==> config.mk <==
export PLATFORM = sky130hd
export DESIGN_NAME = usb4_tx_lane_arbiter
export DESIGN_NICKNAME = d
export VERILOG_FILES = /design/src/rtl/usb4_tx_lane_arbiter.sv
export SDC_FILE = /design/constraint.sdc
export NUM_CORES = 1
export LEC_CHECK = 0
export BUFFER_PORTS_ARGS = -buffer_cell sky130_fd_sc_hd__buf_4
export CORE_MARGIN = 1
export CORE_UTILIZATION = 49
export DETAILED_ROUTE_END_ITERATION = 8
export PLACE_DENSITY = 0.83
export SLEW_MARGIN = 20
export SYNTH_ARGS = -nofsm -noshare
export SYNTH_HDL_FRONTEND = slang
export SYNTH_SLANG_ARGS = --single-unit
==> constraint.sdc <==
create_clock -name local_clk -period 4.2 [get_ports local_clk]
set_clock_uncertainty 0.15 [all_clocks]
set_input_delay 0.63 -clock local_clk [delete_from_list [all_inputs] [get_ports local_clk]]
set_output_delay 0.63 -clock local_clk [all_outputs]
set_load 0.01 [all_outputs]
==> src/rtl/usb4_tx_lane_arbiter.sv <==
// Packet-atomic arbiter sharing the USB4 logical-layer TX byte stream between
// the ordered-set generator, config response path and transport path.
module usb4_tx_lane_arbiter #(
   parameter int unsigned DATA_W       = 8,
   parameter int unsigned STARVE_LIMIT = 16
) (
   input  logic              local_clk,
   input  logic              rst,
   input  logic              link_en,
   input  logic              os_valid,
   input  logic [DATA_W-1:0] os_data,
   input  logic              os_last,
   output logic              os_grant,
   input  logic              cfg_valid,
   input  logic [DATA_W-1:0] cfg_data,
   input  logic              cfg_last,
   output logic              cfg_grant,
   input  logic              up_valid,
   input  logic [DATA_W-1:0] up_data,
   input  logic              up_last,
   output logic              up_grant,
   input  logic              out_ready,
   output logic              out_valid,
   output logic [DATA_W-1:0] out_data,
   output logic              out_last,
   output logic              arb_busy
);

   localparam int unsigned CNT_W = 8;
   localparam logic [1:0] S_IDLE = 2'd0;
   localparam logic [1:0] S_OS   = 2'd1;
   localparam logic [1:0] S_CFG  = 2'd2;
   localparam logic [1:0] S_UP   = 2'd3;

   logic [1:0]       state, state_nx;
   logic             rr, rr_nx;
   logic [CNT_W-1:0] starve_cnt, starve_nx;
   logic             starve_skip;
   logic             other_req;
   logic             pkt_done;

   assign starve_skip = (starve_cnt >= CNT_W'(STARVE_LIMIT));
   assign other_req   = cfg_valid | up_valid;
   assign pkt_done    = out_valid & out_ready & out_last;

   // Lane mux: follows whichever source the FSM currently grants.
   always_comb begin
      out_valid = 1'b0;
      out_data  = '0;
      out_last  = 1'b0;
      case (state)
         S_OS: begin
            out_valid = os_valid;
            out_data  = os_data;
            out_last  = os_last;
         end
         S_CFG: begin
            out_valid = cfg_valid;
            out_data  = cfg_data;
            out_last  = cfg_last;
         end
         S_UP: begin
            out_valid = up_valid;
            out_data  = up_data;
            out_last  = up_last;
         end
         default: ;
      endcase
   end

   // Arbitration in IDLE only; a grant is released solely by an accepted last beat.
   always_comb begin
      state_nx  = state;
      rr_nx     = rr;
      starve_nx = starve_cnt;
      case (state)
         S_IDLE: begin
            if (link_en) begin
               if (os_valid && (!starve_skip || !other_req)) state_nx = S_OS;
               else if (cfg_valid && up_valid)                state_nx = rr ? S_UP : S_CFG;
               else if (cfg_valid)                            state_nx = S_CFG;
               else if (up_valid)                             state_nx = S_UP;
            end
         end
         S_OS: begin
            if (pkt_done) begin
               state_nx = S_IDLE;
               if (!other_req)               starve_nx = '0;
               else if (starve_cnt != '1)    starve_nx = starve_cnt + CNT_W'(1);
            end
         end
         S_CFG: begin
            if (pkt_done) begin
               state_nx  = S_IDLE;
               rr_nx     = 1'b1;
               starve_nx = '0;
            end
         end
         default: begin
            if (pkt_done) begin
               state_nx  = S_IDLE;
               rr_nx     = 1'b0;
               starve_nx = '0;
            end
         end
      endcase
   end

   always_ff @(posedge local_clk) begin
      if (rst) begin
         state      <= S_IDLE;
         rr         <= 1'b0;
         starve_cnt <= '0;
         os_grant   <= 1'b0;
         cfg_grant  <= 1'b0;
         up_grant   <= 1'b0;
         arb_busy   <= 1'b0;
      end else begin
         state      <= state_nx;
         rr         <= rr_nx;
         starve_cnt <= starve_nx;
         os_grant   <= (state_nx == S_OS);
         cfg_grant  <= (state_nx == S_CFG);
         up_grant   <= (state_nx == S_UP);
         arb_busy   <= (state_nx != S_IDLE);
      end
   end

endmodule

==> results.sh <==
export IMPL_worst_path_max_fanout=17
export IMPL_vias_per_cell=5.838
export IMPL_drt_wirelength_per_cell_microns=14.36
export IMPL_gr_usage_all_layers=0.2492
export IMPL_synthFlopType="dfxtp_1"
export IMPL_area_growth_syn_to_layout_pct=35.78
export IMPL_synth_async_reset_ratio=0
export IMPL_post_cts_resize_count=0
export IMPL_max_cap_violations=0
export IMPL_drt_first_iter_violations=22
export IMPL_max_vdd_ir_drop_mv=0.1677
export IMPL_cpMaxStageDelayCell="dfxtp_1"
export IMPL_detail_route_drc_violations=0
export IMPL_arr_time_crit_path_ps=2120
export IMPL_clock_tree_htree_level_count=1
export IMPL_power_leakage_nw=0.5854
export IMPL_yosysTopAreaCell="dfxtp_1"
export IMPL_num_io_pins=48
export IMPL_coreArea_sq_um=1982
export IMPL_powerDensity_nw_per_um2=243.5
export IMPL_design_final_nets=195
export IMPL_max_slew_margin=0.5008
export IMPL_synth_top_cells_by_area="dfxtp_1 29%, mux2_2 8.7%, a22o_1 6.7%"
export IMPL_setup_viol=0
export IMPL_storage_element_area_sq_um=300.3
export IMPL_clock_insertion_delay_worst_skew_ps=290
export IMPL_die_height_microns=48.04
export IMPL_critical_path_cell_chain="nor2b_1 -> a22o_1 -> buf_4"
export IMPL_cts_sinks=15
export IMPL_slowest_stage_delay_on_critical_path_ps=750
export IMPL_post_route_cells_drive_above_1_share=0.4620
export IMPL_die_area_sq_um=2307
export IMPL_min_path_type="reg -> reg"
export IMPL_synth_cell_type_count=39
export IMPL_post_route_min_period_ps=2896
export IMPL_route_vias_total=1080
export IMPL_post_cts_buffers=0
export IMPL_detail_route_first_pass_iterations=4
export IMPL_grt_max_degree=19
export IMPL_number_of_cts_inserted_buffers=3
export IMPL_finalWirelength_mm=2.656
export IMPL_fillers=148
export IMPL_std_cell_rows=16
export IMPL_synth_seq_area_share=0.2892
export IMPL_max_freq_mhz=345.3
export IMPL_crit_path_class="reg -> out"
export IMPL_tritoncts="built"
export IMPL_die_w_microns=48.04
export IMPL_antenna_violations_before_repair=0
export IMPL_final_max_slew_viol_count=0
export IMPL_avgSynthCellArea_sq_um=9.110
export IMPL_final_worst_path_period_share=0.6896
export IMPL_worstPathRequired_ps=3420
export IMPL_cts_root_buf="clkbuf_4"
export IMPL_floorplan_initialDensity=0.5240
export IMPL_synth_net_count=150
export IMPL_synth_enable_flop_cells=0
export IMPL_post_cts_hold_buffer_count=0
export IMPL_cp_start_kind="register"
export IMPL_hold_slack_ps=380.4
export IMPL_post_dp_hpwl_mm=1.985
export IMPL_postSynthRegisterBits=15
export IMPL_setup_tns_ps=0
export IMPL_netlist_instances=114
export IMPL_grt_pass1_vias=995
export IMPL_cts_root_to_sink_buffers=2
export IMPL_clk_pin_slew_worst_paths_ps=90
export IMPL_timing_final_hold_violations=0
export IMPL_total_congestion_overflow=0
export IMPL_remaining_number_of_nets_flagged_by_the_antenna_check_after_routing=0
export IMPL_setup_repair_after_global_routing_missed_its_margin="no"
export IMPL_gp_congestion=0.7772
export IMPL_port_buffers=47
export IMPL_slew_worst_pin_ps=747.3
export IMPL_antenna_diode_count=0
export IMPL_status="completed"
export IMPL_synth_top_cell_area_share=0.2892
export IMPL_cp_end_kind="output pin"
export IMPL_grt_pass1_wl_mm=3.988
export IMPL_multi_input_area_sq_um=680.7
export IMPL_post_synth_instance_area_sq_um=1038
export IMPL_ys_warn_count=0
power breakdown:
| group | switching [mW] | leakage [nW] | internal, mW |
|---|---|---|---|
| sequential | 0.00934 | 0.122 | 0.147 |
| combinational | 0.0431 | 0.446 | 0.0610 |
| clock | 0.0474 | 0.0177 | 0.0354 |
| total | 0.0999 | 0.585 | 0.243 |
cells by family after synthesis:
kind of cell	count (synthesis)	synth area share
buffers and inverters	11	0.05541
AND/OR/NAND/NOR	37	0.2084
adder cells (fa/ha/maj)	2	0.02409
flip-flops	15	0.2892
multiplexers	10	0.1108
AO/OA/AOI/OAI	39	0.3120
per-stage QoR:
step | utilization | power, mW | instance area, sq um | std cells | setup WS [ps]
6_report | 0.7115 | 0.3434 | 1410 | 185 | 1304
5_1_grt | 0.7115 | 0.3604 | 1410 | 185 | 1125
4_1_cts | 0.7115 | 0.3453 | 1410 | 185 | 1296
3_5_place_dp | 0.6976 | 0.2640 | 1383 | 181 | 1569
3_3_place_gp | 0.6976 | 0.2610 | 1383 | 181 | 1694
2_1_floorplan | - | 0.2149 | 1039 | 114 | 2069
state kept, by name, indices dropped and copies added, names as in the netlist:
signal,cells
state,2
starve_cnt,8
cfg_grant,1
rr,1
os_grant,1
up_grant,1
arb_busy,1
worst paths after layout:
check | from | end | slack, ps | cells after the start
worst max register to register | state[0]$_SDFF_PP0_ | starve_cnt[3]$_SDFFE_PP0P_ | 1520 | 5
worst max-delay path | state[0]$_SDFF_PP0_ | out_data[7] | 1300 | 3
worst min register to register | starve_cnt[0]$_SDFFE_PP0P_ | starve_cnt[0]$_SDFFE_PP0P_ | 380 | 1
worst min-delay path | starve_cnt[0]$_SDFFE_PP0P_ | starve_cnt[0]$_SDFFE_PP0P_ | 380 | 1
layout make-up:
class,count,area share
repair buffers,47,0.2502
inverters,4,0.01065
flip-flops and latches,15,0.2130
clock buffers,3,0.01597
clock inverters,1,0.003549
multi-input cells,88,0.4827
well taps,27,0.02396
routing by layer:
metal | routed length (microns) | share of wire | track usage | vias to the layer above
met4 | 82 | 0.031 | 0.1333 | 0
met3 | 140 | 0.053 | 0.04151 | 9
met5 | 0 | 0 | 0 | -
met1 | 1108 | 0.42 | 0.2854 | 500
li1 | - | - | - | 525
met2 | 1324 | 0.50 | 0.4378 | 46
cells in the final DEF, fill, tap and decap left out, types with 3 or more instances in the layout:
master     n
a21oi_1    9
a22o_1     8
buf_4     47
clkbuf_4   3
dfxtp_1   15
inv_1      4
mux2_2     8
nand2_1    4
nand3_1    3
nor2_1     9
nor2b_1    3
nor3_1     3
nor3b_1    3
o21ai_0    7
cell usage after synthesis (2+ instances only):
| master | count |
|---|---|
| a21oi_1 | 9 |
| a21oi_2 | 2 |
| a22o_1 | 8 |
| a31oi_1 | 2 |
| a41oi_2 | 2 |
| buf_6 | 2 |
| clkbuf_1 | 3 |
| dfxtp_1 | 15 |
| ha_1 | 2 |
| inv_1 | 4 |
| mux2_2 | 8 |
| nand2_1 | 4 |
| nand3_1 | 3 |
| nand3_2 | 2 |
| nand4_1 | 2 |
| nand4b_1 | 2 |
| nor2_1 | 9 |
| nor2b_1 | 3 |
| nor3_1 | 3 |
| nor3b_1 | 3 |
| o21ai_0 | 7 |
| o41ai_2 | 2 |
worst max-delay path: cells and delay by family, from the launching register on:
family          cells  cell delay, ps
flops               1             750
compound gates      1             260
buf+inv             1             120
simple gates        1             690
No activity file was read; power rests on OpenSTA's default activity.
